===== src/rtl/time_mux_accumulator.sv =====
// Purpose: time-multiplexed FIR tap accumulator; walks a one-hot tap select over N taps,
//          sums the shared multiplier's products, then rounds down and saturates to WIO.WFO.
// Latency: start sampled at one edge -> N accumulate cycles -> y/y_valid in the following OUT cycle.
// Backpressure: none; start is ignored during RUN, and start in OUT chains runs back to back.
// Ports:
//   clk, rst_n          - rising-edge clock, asynchronous active-low reset
//   start               - request one new sample (honoured in IDLE or OUT)
//   prod [WII+WFI]      - signed product for the tap currently selected by oneHot
//   oneHot [N]          - tap select, one-hot during RUN, zero otherwise
//   busy                - high exactly while in RUN
//   y [WIO+WFO], sat    - saturated result and clip flag, registered on entry to OUT
//   y_valid             - one-cycle strobe during OUT
module time_mux_accumulator #(
  parameter int N   = 3,
  parameter int WII = 2,
  parameter int WFI = 6,
  parameter int WIO = 2,
  parameter int WFO = 6
) (
  input  logic                 clk,
  input  logic                 rst_n,
  input  logic                 start,
  input  logic [WII+WFI-1:0]   prod,
  output logic [N-1:0]         oneHot,
  output logic                 busy,
  output logic [WIO+WFO-1:0]   y,
  output logic                 y_valid,
  output logic                 sat
);

  localparam int WP   = WII + WFI;
  localparam int WA   = WP + $clog2(N);            // N products of WP bits cannot overflow this
  localparam int WY   = WIO + WFO;
  localparam int SH_R = (WFI > WFO) ? (WFI - WFO) : 0;
  localparam int SH_L = (WFO > WFI) ? (WFO - WFI) : 0;
  localparam int WX   = WA + SH_L;
  localparam int WC   = ((WX > WY) ? WX : WY) + 1; // room to compare against both clip limits

  localparam logic signed [WC-1:0] SAT_MAX = {{(WC-WY+1){1'b0}}, {(WY-1){1'b1}}};
  localparam logic signed [WC-1:0] SAT_MIN = {{(WC-WY+1){1'b1}}, {(WY-1){1'b0}}};

  typedef enum logic [1:0] {IDLE, RUN, OUT} state_t;

  state_t               state;
  logic signed [WA-1:0] acc;
  logic signed [WA-1:0] acc_next;
  logic signed [WC-1:0] scaled;
  logic                 clip_hi;
  logic                 clip_lo;
  logic [WY-1:0]        y_next;

  // The final tap's product is folded in combinationally so y can be
  // captured on the same edge that finishes the accumulation.
  always_comb begin
    acc_next = acc + $signed({{(WA-WP){prod[WP-1]}}, prod});
    scaled   = $signed({{(WC-WA){acc_next[WA-1]}}, acc_next});
    // Arithmetic right shift floors; left shift zero-pads the fraction.
    scaled   = (scaled >>> SH_R) <<< SH_L;
    clip_hi  = (scaled > SAT_MAX);
    clip_lo  = (scaled < SAT_MIN);
    if (clip_hi)
      y_next = SAT_MAX[WY-1:0];
    else if (clip_lo)
      y_next = SAT_MIN[WY-1:0];
    else
      y_next = scaled[WY-1:0];
  end

  always_ff @(posedge clk or negedge rst_n) begin
    if (!rst_n) begin
      state   <= IDLE;
      oneHot  <= '0;
      acc     <= '0;
      busy    <= 1'b0;
      y       <= '0;
      y_valid <= 1'b0;
      sat     <= 1'b0;
    end else begin
      case (state)
        RUN: begin
          acc <= acc_next;
          if (oneHot[N-1]) begin
            state   <= OUT;
            oneHot  <= '0;
            busy    <= 1'b0;
            y       <= y_next;
            sat     <= clip_hi | clip_lo;
            y_valid <= 1'b1;
          end else begin
            oneHot  <= {oneHot[N-2:0], oneHot[N-1]};
          end
        end
        default: begin  // IDLE and OUT behave identically on start
          y_valid <= 1'b0;
          sat     <= 1'b0;
          if (start) begin
            state  <= RUN;
            acc    <= '0;
            oneHot <= N'(1);
            busy   <= 1'b1;
          end else begin
            state  <= IDLE;
            oneHot <= '0;
            busy   <= 1'b0;
          end
        end
      endcase
    end
  end

endmodule


===== config.mk =====
export PLATFORM = sky130hd
export DESIGN_NAME = time_mux_accumulator
export DESIGN_NICKNAME = d
export VERILOG_FILES = /design/src/rtl/time_mux_accumulator.sv
export SDC_FILE = /design/constraint.sdc
export NUM_CORES = 1
export LEC_CHECK = 0
export CAP_MARGIN = 20
export CORE_MARGIN = 10
export CORE_UTILIZATION = 33
export DETAILED_ROUTE_END_ITERATION = 6
export HOLD_SLACK_MARGIN = 0.05
export PLACE_DENSITY_LB_ADDON = 0.15
export SYNTH_ARGS = -nofsm -noshare
export SYNTH_HDL_FRONTEND = slang
export SYNTH_SLANG_ARGS = --single-unit

===== constraint.sdc =====
create_clock -name clk -period 4.5 [get_ports clk]
set_input_delay 0.675 -clock clk [delete_from_list [all_inputs] [get_ports clk]]
set_output_delay 0.675 -clock clk [all_outputs]
set_load 0.005 [all_outputs]

==> Yosys cells after proc, flatten, opt, wreduce, memory -nomap -nowiden <==
Cells that the tools add are included.
{ "totals": {"wordCells": 32, "ff_bits": 26, "output_inout_bits": 14, "inputBits": 11} }
{ "op_classes": {"bitwise": 1, "order_cmp": 2, "addsub": 1, "n_reduce_logical": 2, "eq_ne": 2, "mux": 17} }
{ "ops": {"columns": ["cell", "count"], "rows": [
  ["10-bit two-way mux", 2],
  ["8-bit two-way mux", 2],
  ["10-bit by 8-bit adder with 10-bit output", 1],
  ["10-bit by 8-bit greater-than comparator with 1-bit output, second input constant", 1],
  ["10-bit by 8-bit < comparator with 1-bit output, second input constant", 1],
  ["1-bit two-way mux", 9],
  ["3-bit two-way mux", 2],
  ["2-bit two-way mux", 2],
  ["2-bit by 1-bit == test with 1-bit output, second input constant", 1],
  ["2-bit != test, second input constant", 1],
  ["2-bit AND reduction", 1],
  ["2-bit nonzero test", 1],
  ["1-bit bitwise OR", 1]
]} }

==> Longest topological paths before layout <==
{ "depth": {"depth_word": 5, "mapped_depth": 9, "ltp_nobuf": 8} }

==> Worst setup path before layout <==
OpenSTA, ideal clock, no wires.
{ "synth_timing": {"path_kind": "input port to flip-flop", "from": "input prod[0]", "to": "register y[0]", "stages": 9, "setup_ns": 0.096, "t_arrival_ns": 2.423, "path_buffers": 1, "required_time_ns": 4.404, "slack_ns": 1.981, "cell_sequence": "ha_1 -> fa_1 -> a211oi_2 -> o21ai_1 -> a21oi_1 -> xnor2_1 -> o21ba_1 -> buf_6 -> o31ai_1"} }
{ "synth_via": {"elab_chain_cells": 4, "word_cells_on_any_way": 5, "classes_between": "add/sub (1); order compare (2); mux (2)"} }
{ "synth_lines": {"columns": ["element", "line", "rtl"], "rows": [
  ["start, declared", "23", "input logic [WII+WFI-1:0] prod,"],
  ["10-bit by 8-bit adder with 10-bit output *", "55", "acc_next = acc + $signed({{(WA-WP){prod[WP-1]}}, prod});"],
  ["10-bit by 8-bit < comparator with 1-bit output", "60", "clip_lo = (scaled < SAT_MIN);"],
  ["8-bit two-way mux", "63", "else if (clip_lo)"],
  ["8-bit two-way mux *", "61", "if (clip_hi)"],
  ["end signal, assigned", "86", "y <= y_next;"],
  ["end, declared", "26", "output logic [WIO+WFO-1:0] y,"]
]} }
Mark *: on every way between the ends. The rest lies on a longest branch, timed or not.
A chain may end at the register's enable or synchronous reset.

==> Final worst setup path <==
{ "layout_timing": {"from": "input prod[2]", "to": "register y[4]"} }
Same word-level chain as after synthesis.

==> results.tsv <==
metric	value	unit
result of the run	completed	
hpwl dp	2750	microns
startpoint class of the critical path	input port	
CP startpoint	prod[2]	
Die ar.	7370	sq um
dpl ws	1.26	ns
worst skew pair latency	0.27	ns
CP Max Fanout	12	
Hold Path Class	register to register	
FF-to-FF Start	acc[2]	
most common flop cell mapped by yosys	dfrtp_1	
Mapped Cells	147	
Leakage	0.759	nW
area growth from synthesis to layout	25.0	%
Avg WL per Cell	15.8	microns
fmax	331	MHz
Via Count	1167	
synthesized cell area	1430	sq um
multi-input logic area	783	sq um
CTS Sinks	24	
Critical Path AT	3.19	ns
Synth Area in Simple Gates	0.185	
initial antenna violation count	0	
sequential share of the synthesized area	0.420	
largest family of logic cells by synthesized area	compound AO/OA/AOI/OAI gates	
maximum vdd drop	0.317	mV
Ys Warns	0	
Top Ports	25	
drt pass-1 iters	4	
period utilization	0.671	
final net count	192	
fillers	399	
Synthesized Nets	168	
total gr overflow	0	
row count	23	
non-filler cells, final	220	
worst endpoint required time	4.67	ns
RSZ-0062 raised after global routing	false	
hold_buf cts	0	
Power Total	1.46	mW
Clock Tree Root	clkbuf_8	
CTS tree	done	
post-synthesis cell type count	39	
Mean Syn Cell Area	9.73	sq um
placed instance count	216	
flop and latch count out of synthesis	24	
PostCTS Resize Cnt	0	
setup skew after layout	0.00607	ns
Final min period	3.02	ns
Worst Min Path Start	y[0]	
Max Cap Viol	0	
first-pass GRT wire length	6150	microns
Core Area	4090	sq um
CP Class	input port to register	
vias in the first global route	1273	
DR iter-0 viols	66	
H-tree levels	1	
Reg area	601	sq um
GPL Wtd Cong	0.841	
die height	85.8	microns
complex-gate fraction of the synthesized area	0.213	
number of flops mapped to enable cells by yosys	0	
Die Span X	85.8	microns
final wirelength	3480	microns
largest net degree at the start of global routing	20	
Max-slew headroom	0.511	
port bufs	24	
Adder-Cell Fraction of Synth Area	0.0927	
Residual DRC	0	
post-synthesis mux area share	0.00787	
PnR worst setup slack	1.48	ns
Hold Violations, Final	0	
vias per cell	5.30	
reg2reg setup slack	1.89	ns
Initial Utilization	0.350	
Final ANT Viol Nets	0	
Final TNS setup	0	ns
All-Layer GR Usage	0.102	
Num CTS Buffers	3	
FFs w/ async S/R, synth	1.00	
Worst setup EP type	register	
clk buf depth	2	
Slew @ Worst Pin	0.728	ns
clock-pin slew on the worst setup and hold paths	0.09	ns
PwrDens	815	nW/um^2
final slew viol count	0	
n_diodes	0	
share of layout cells above drive strength 1	0.0471	
setup bufs post-CTS	0	
Synth Area in XOR/XNOR	0.0490	
final setup fails	0	
registers in the layout (all words and copies together) (netlist names):
signal,cells
acc,10
y,8
oneHot,3
sat,1
state,1
y_valid,1
worst paths after layout:
kind / cells after the start / to
min reg2reg: 2 / y[0]
max reg2reg: 7 / y[4]
max: 8 / y[4]
max in group asynchronous: 2 / acc[4]
min: 2 / y[0]
min in group asynchronous: 1 / state[0]
area by class of cell:
cell class,count,share of cell area
tap,50,0.0350
clock inverter,1,0.0168
multi-input combinational,113,0.438
timing repair buffer,25,0.143
sequential,24,0.336
inverter,4,0.00840
clock buffer,3,0.0231
report_power, final:
group	internal [mW]	switching, mW	total [mW]
registers	0.324	0.0587	0.383
clock network	0.119	0.0759	0.195
logic	0.387	0.492	0.879
total	0.830	0.627	1.46
metal layers:
metal | global-route usage | up-vias | routed length (microns)
met5 | 0 | - | 0
met4 | 0.0359 | 0 | 61
met3 | 0.0274 | 7 | 189
met2 | 0.172 | 22 | 1670
met1 | 0.120 | 557 | 1560
li1 | - | 581 | -
cell families after synthesis:
logic type      after synthesis
compound gates               46
xor+xnor                      8
fa+ha+maj                    10
buf+inv                      10
flops                        24
mux                           1
simple gates                 48
critical path, cell delays in order:
cell	delay [ns]
clkdlybuf4s50_1	0.41
ha_1	0.39
nand3_1	0.12
o22ai_2	0.21
o221ai_1	0.17
xnor2_1	0.61
o21ba_1	0.32
o31ai_1	0.29
Yosys cell counts (all sizes together), types with 2 or more instances:
| master | n | area [sq um] |
|---|---|---|
| nand3 | 4 | 20.0 |
| inv | 4 | 15.0 |
| clkbuf | 4 | 15.0 |
| a21boi | 5 | 37.5 |
| xnor2 | 5 | 43.8 |
| a21oi | 8 | 40.0 |
| ha | 9 | 113 |
| nor4 | 2 | 12.5 |
| xor2 | 3 | 26.3 |
| o21ai | 13 | 65.1 |
| nand2b | 2 | 12.5 |
| dfrtp | 24 | 601 |
| o31ai | 7 | 52.6 |
| and2 | 2 | 15.0 |
| nor3 | 2 | 10.0 |
| a21o | 2 | 15.0 |
| nor2 | 5 | 18.8 |
| nand2 | 14 | 52.6 |
| and3 | 2 | 12.5 |
| buf | 2 | 16.3 |
| a211oi | 3 | 27.5 |
| o21a | 2 | 15.0 |
| nor2b | 2 | 12.5 |
| nand3b | 10 | 75.1 |
metrics by stage:
stage / util / hold slack, ns / cell area [sq um]
after floorplan: - / 0.379 / 1430
after global placement: 0.416 / 0.476 / 1700
after detailed placement: 0.420 / 0.474 / 1720
after CTS: 0.438 / 0.497 / 1790
after global routing: 0.438 / 0.509 / 1790
final: 0.438 / 0.488 / 1790
cells in the final DEF (no fill, tap or decap), drive strengths merged, types with 4 or more instances in the layout:
cell type      instances
dfrtp                 24
clkdlybuf4s50         24
nand2                 14
o21ai                 13
nand3b                10
ha                     9
a21oi                  8
o31ai                  7
xnor2                  5
nor2                   5
a21boi                 5
inv                    4
nand3                  4
(Power assumes the default switching activity.)
